==> src/rtl/text_screen_buffer.sv <==
// text_screen_buffer: character cell store with single-cell writes, a
// full-screen clear sweep and a binary-to-decimal number printer.
// Ports:
//   clk, rst_n                  clock, asynchronous active-low reset
//   rd_yx -> rd_code            registered read, latency 1, read-before-write
//   wr_valid/wr_ready/wr_yx/wr_code          single-cell write (IDLE only)
//   clr_req                     one-cycle clear pulse (held pending while busy)
//   num_valid/num_ready/num_value/num_yx     print NUM_DIGITS decimal digits
//   busy                        high whenever the engine is not IDLE
module text_screen_buffer #(
  parameter int unsigned       COLS       = 16,
  parameter int unsigned       ROWS       = 16,
  parameter int unsigned       CODE_W     = 7,
  parameter int unsigned       NUM_DIGITS = 4,
  parameter int unsigned       NUM_W      = 14,
  parameter logic [CODE_W-1:0] BLANK      = '0,
  parameter bit                LZ_BLANK   = 1'b1,
  localparam int unsigned      ADDR_W     = $clog2(ROWS) + $clog2(COLS)
) (
  input  logic              clk,
  input  logic              rst_n,
  input  logic [ADDR_W-1:0] rd_yx,
  output logic [CODE_W-1:0] rd_code,
  input  logic              wr_valid,
  output logic              wr_ready,
  input  logic [ADDR_W-1:0] wr_yx,
  input  logic [CODE_W-1:0] wr_code,
  input  logic              clr_req,
  input  logic              num_valid,
  output logic              num_ready,
  input  logic [NUM_W-1:0]  num_value,
  input  logic [ADDR_W-1:0] num_yx,
  output logic              busy
);

  localparam int unsigned CELLS = ROWS * COLS;
  localparam int unsigned BCD_W = 4 * NUM_DIGITS;
  localparam int unsigned CNT_W = $clog2(NUM_W + NUM_DIGITS + 1);

  function automatic int unsigned pow10(input int unsigned n);
    int unsigned r;
    r = 1;
    for (int unsigned i = 0; i < n; i++) r = r * 10;
    return r;
  endfunction

  localparam int unsigned NUM_MAX = pow10(NUM_DIGITS) - 1;

  localparam logic [1:0] IDLE    = 2'd0;
  localparam logic [1:0] CLEAR   = 2'd1;
  localparam logic [1:0] CONVERT = 2'd2;
  localparam logic [1:0] PRINT   = 2'd3;

  logic [CODE_W-1:0] mem [CELLS];

  logic [1:0]        state, state_n;
  logic [ADDR_W-1:0] idx, idx_n;
  logic [CNT_W-1:0]  cnt, cnt_n;
  logic [NUM_W-1:0]  bin, bin_n;
  logic [BCD_W-1:0]  bcd, bcd_n, bcd_adj;
  logic              pend, pend_n;
  logic              seen, seen_n;
  logic              we;
  logic [ADDR_W-1:0] waddr;
  logic [CODE_W-1:0] wdata;
  logic [3:0]        digit;
  logic              last_dig;

  assign wr_ready  = (state == IDLE);
  assign busy      = (state != IDLE);
  assign num_ready = (state == IDLE) && !clr_req && !pend;

  // State and datapath registers; reset lands in CLEAR so the array is swept.
  always_ff @(posedge clk or negedge rst_n) begin
    if (!rst_n) begin
      state <= CLEAR;
      idx   <= '0;
      cnt   <= '0;
      bin   <= '0;
      bcd   <= '0;
      pend  <= 1'b0;
      seen  <= 1'b0;
    end else begin
      state <= state_n;
      idx   <= idx_n;
      cnt   <= cnt_n;
      bin   <= bin_n;
      bcd   <= bcd_n;
      pend  <= pend_n;
      seen  <= seen_n;
    end
  end

  // Next-state, datapath and the single array write port.
  always_comb begin
    state_n  = state;
    idx_n    = idx;
    cnt_n    = cnt;
    bin_n    = bin;
    bcd_n    = bcd;
    pend_n   = pend;
    seen_n   = seen;
    we       = 1'b0;
    waddr    = idx;
    wdata    = BLANK;
    digit    = bcd[BCD_W-1 -: 4];
    last_dig = (cnt == CNT_W'(NUM_DIGITS - 1));
    bcd_adj  = bcd;
    for (int unsigned i = 0; i < NUM_DIGITS; i++) begin
      if (bcd[4*i +: 4] >= 4'd5) bcd_adj[4*i +: 4] = bcd[4*i +: 4] + 4'd3;
    end

    // Clear requests arriving while busy merge into one pending bit.
    if (state != IDLE && clr_req) pend_n = 1'b1;

    case (state)
      IDLE: begin
        if (wr_valid) begin
          we    = 1'b1;
          waddr = wr_yx;
          wdata = wr_code;
        end
        if (pend || clr_req) begin
          state_n = CLEAR;
          idx_n   = '0;
          pend_n  = 1'b0;
        end else if (num_valid) begin
          state_n = CONVERT;
          idx_n   = num_yx;
          cnt_n   = '0;
          bcd_n   = '0;
          seen_n  = 1'b0;
          bin_n   = (32'(num_value) > NUM_MAX) ? NUM_W'(NUM_MAX) : num_value;
        end
      end
      CLEAR: begin
        we    = 1'b1;
        idx_n = idx + 1'b1;
        if (idx == ADDR_W'(CELLS - 1)) state_n = IDLE;
      end
      CONVERT: begin
        // Double-dabble: add 3 to digits >= 5, then shift one binary bit in.
        {bcd_n, bin_n} = {bcd_adj, bin} << 1;
        cnt_n = cnt + 1'b1;
        if (cnt == CNT_W'(NUM_W - 1)) begin
          state_n = PRINT;
          cnt_n   = '0;
        end
      end
      default: begin
        // PRINT: emit the MSD nibble, blanking leading zeros except the LSD.
        we     = 1'b1;
        seen_n = seen || (digit != 4'd0);
        if (!(LZ_BLANK && !seen && digit == 4'd0 && !last_dig))
          wdata = CODE_W'(7'h30) + CODE_W'(digit);
        bcd_n = bcd << 4;
        idx_n = idx + 1'b1;
        cnt_n = cnt + 1'b1;
        if (last_dig) begin
          state_n = IDLE;
          cnt_n   = '0;
        end
      end
    endcase
  end

  // Storage array; contents are initialised by the reset clear sweep.
  always_ff @(posedge clk) begin
    if (we) mem[waddr] <= wdata;
  end

  // Registered read; sees the pre-write value of a cell written this cycle.
  always_ff @(posedge clk or negedge rst_n) begin
    if (!rst_n) rd_code <= '0;
    else        rd_code <= mem[rd_yx];
  end

endmodule

==> config.mk <==
export PLATFORM = sky130hd
export DESIGN_NAME = text_screen_buffer
export DESIGN_NICKNAME = d
export VERILOG_FILES = /design/src/rtl/text_screen_buffer.sv
export SDC_FILE = /design/constraint.sdc
export NUM_CORES = 2
export LEC_CHECK = 0
export ABC_AREA = 1
export CORE_ASPECT_RATIO = 0.8
export CORE_UTILIZATION = 55
export CTS_CLUSTER_DIAMETER = 30
export DETAILED_ROUTE_END_ITERATION = 8
export GPL_TIMING_DRIVEN = 0
export PLACE_DENSITY = 0.71
export SETUP_SLACK_MARGIN = 0.05
export SYNTH_ARGS = -nofsm -noshare
export SYNTH_HDL_FRONTEND = slang
export SYNTH_SLANG_ARGS = --single-unit
==> constraint.sdc <==
create_clock -name clk -period 17.8 [get_ports clk]
set_clock_uncertainty 0.05 [all_clocks]
set_input_delay 1.78 -clock clk [delete_from_list [all_inputs] [get_ports clk]]
set_output_delay 1.78 -clock clk [all_outputs]
set_load 0.02 [all_outputs]
==> flow_summary_export.csv <==
group,metric,value,unit
clocking,cts.sinks,1846,
routing,viasPerCell,6.231,
finish,nNetsFinal,7071,
place,placed_cells,8553,
setup_path,critical_path_class,"input pin to output port",
outcome,status,"finished, violations left",
setup_path,crit_path_cell_trace,"clkdlybuf4s50_1 > nor2_1 > nand2_1 > clkinv_1 > clkdlybuf4s50_1",
synth,synth.ff_latch_count,1846,
power,p_leak,32.82,nW
clocking,cts.clk_slew.worst_paths,0.05,ns
setup_path,endpoint,"num_ready",
sta,timing.hold.ws,0.4441,ns
sta,slew_headroom,-17.57,%
global_routing,grt_pass1_wl,357900,um
sta,fin_setup_tns,0,ns
setup_path,cp_slowest_stage_delay,0.64,ns
setup_path,r2r_start,"state[0]$_DFFE_PN1P_",
worst_hold_path,hold_class,"flip-flop to flip-flop",
global_routing,grt_pass1_vias,52010,
floorplan,chipWidth,418.3,um
synth,syn-num-nets,6657,
setup_path,crit_arrival,3.28,ns
setup_path,crit_start,"clr_req",
routing,vias,56590,
power,vdd_drop_max,0.1213,mV
floorplan,rows,121,
sta,min_period,5.114,ns
clocking,cts_resized,0,
setup_path,worst_setup_path_end_kind,"output port",
floorplan,die_height,335.0,um
finish,final_cell_mix,"nand2_1, edfxtp_1, nand3_1, nor2_1, clkbuf_16",
synth,synth_area_leaders,"edfxtp_1, nand3_1, nand2_1, dfrtp_1, buf_2",
setup_path,worst_ep_required_time,15.97,ns
sta,rsz0062_at_grt,"no",
setup_path,critPathLaunchType,"input pin",
power,p_comb_share,17.7,%
global_routing,grt_usage,36.03,%
setup_path,cp_slowest_cell,"clkdlybuf4s50_1",
setup_path,regToRegSetupSlack,13.16,ns
routing,drt-wirelength-per-cell,27.98,um
place,pre_cts_slack,12.11,ns
finish,nFillCells,9933,
power,clock_power_share,41.3,%
sta,period_share,28.73,%
synth,yosysTopAreaCell,"edfxtp_1",
clocking,cts_tree,"yes",
power,internal-power,9.525,mW
synth,synth_top_area_share,70.57,%
routing,first_pass_iters,9,
clocking,root_buffer,"clkbuf_16",
outcome,violations,"capacitance limit, slew limit",
clocking,clk_latency,0.91,ns
setup_path,reg2reg_to,"mem[215][4]$_DFFE_PP_",
finish,layout-drive-gt1-share,12.23,%
clocking,cts_htree_levels,5,
global_routing,grt.overflow.total,0,
power,p_seq_share,41.1,%
routing,remaining_drc_errors,0,
place,portBuffers,54,
power,p_sw_share,29.40,%
power,p_per_area,149.9,nW/um^2
synth,syn_inst,6591,
finish,fin_area,89980,sq um
place,dp_hpwl,174800,um
floorplan,core,136900,sq um
power,power.switching,3.966,mW
setup_path,path_max_fanout,10,
power,finalPower,13.49,mW
floorplan,io_pins,60,
place,gp_congestion,1.012,
global_routing,antenna_found_initial,16,
routing,wl,254100,um
floorplan,die_area,140100,sq um
synth,seq_area_frac_synth,72.34,%
synth,syn_area_per_cell,11.57,sq um
synth,ys_types,37,
sta,worstMarginPinSlew,1.764,ns
synth,netlist_area,76250,sq um
routing,first_iter_violations,9882,
finish,utilization,65.74,%
finish,syn_to_final_growth,18.00,%
setup_path,r2r_cells,10,
clocking,clockBufferDepth,4,
place,placed_cell_area,80380,sq um
finish,final_cell_count_no_fill,9082,
sta,slew_viol_final,23,
sta,timing.final.hold_violations,0,
finish,layout_commonest_cell,"nand2_1",
synth,yosys_warnings,0,
sta,setup_violations,0,
clocking,numCtsBuffers,295,
sta,timing.final.ws_setup,12.69,ns
setup_path,cpMostUsedCell,"clkdlybuf4s50_1",
sta,fmax,195.5,MHz
global_routing,grt_start_max_net_pins,77,
job,max_cap_viol_count,2,
floorplan,start_util,55.71,%
clocking,holdBufCountCts,0,
clocking,post_cts_buffers,0,
routing,drtAntennaViolNets,0,
==> critical path: cells and delay by family <==
| kind | cells | cell delay, ns |
|---|---|---|
| buffers and inverters | 3 | 1.23 |
| and+or+nand+nor | 2 | 0.26 |
==> kinds of logic after synthesis <==
kind of cell / share of synthesized area [%]
and+or+nand+nor: 23.12
AOI/OAI and AO/OA: 0.8434
xor gates and xnor gates: 0.1034
DFF: 72.34
buffers and inverters: 3.323
adders and majority gates: 0.2625
==> metal layers <==
layer	track usage, %	up-vias	share of wire (%)
li1	-	24240	-
met1	49.43	27120	37
met2	49.90	4526	41
met3	14.15	694	16
met4	17.75	8	5.1
met5	0.5880	-	0.063
==> cell type report <==
class                           count  area [sq um]  area share [%]
Inverter                           91         341.6          0.3796
Buffer                            437          2195           2.439
Clock buffer                      327          7736           8.598
Antenna cell                       18         45.04         0.05006
Clock inverter                    184          1815           2.018
Tap cell                         1845          2308           2.566
Multi-Input combinational cell   4217         18620           20.69
Timing Repair Buffer              117          1753           1.948
Sequential cell                  1846         55160           61.31
==> cell usage after synthesis, drive strengths merged <==
library cell and number:
nand2 1996, edfxtp 1792, nand3 1747, buf 360
nor2 320, inv 90, clkbuf 77, dfrtp 53
o21ai 38, a21oi 28, a22oi 17, ha 16
nor3 15, o22ai 13, xor2 8, a31oi 7
nand4 3, o221ai 2, o31ai 2, or2 2
clkinv 1, dfstp 1, nor3b 1, o31a 1
xnor2 1
==> registers in the layout, summed over array words and instances (netlist names) <==
signal	count
bcd	16
bin	14
cnt	5
idx	8
mem	1792
pend	1
rd_code	7
seen	1
state	2
==> worst min-delay path by stage <==
stage | from | end | slack [ns] | depth (start not counted)
after floorplan | pend$_DFF_PN0_ | pend$_DFF_PN0_ | 0.41 | 2
after global placement | pend$_DFF_PN0_ | pend$_DFF_PN0_ | 0.43 | 2
after detailed placement | pend$_DFF_PN0_ | pend$_DFF_PN0_ | 0.43 | 2
after CTS | pend$_DFF_PN0_ | pend$_DFF_PN0_ | 0.45 | 2
after global routing | cnt[4]$_DFFE_PN0P_ | cnt[4]$_DFFE_PN0P_ | 0.48 | 2
final | pend$_DFF_PN0_ | pend$_DFF_PN0_ | 0.44 | 2
==> power by group through the flow <==
stage | registers [mW] | logic, mW | clock network (mW)
5_1_grt | 5.55 | 2.45 | 5.74
3_5_place_dp | 5.62 | 2.27 | 0
4_1_cts | 5.54 | 2.28 | 5.55
2_1_floorplan | 5.97 | 1.03 | 0
3_3_place_gp | 6.53 | 1.93 | 0
6_report | 5.54 | 2.38 | 5.57
No activity file was read; power rests on OpenSTA's default activity.
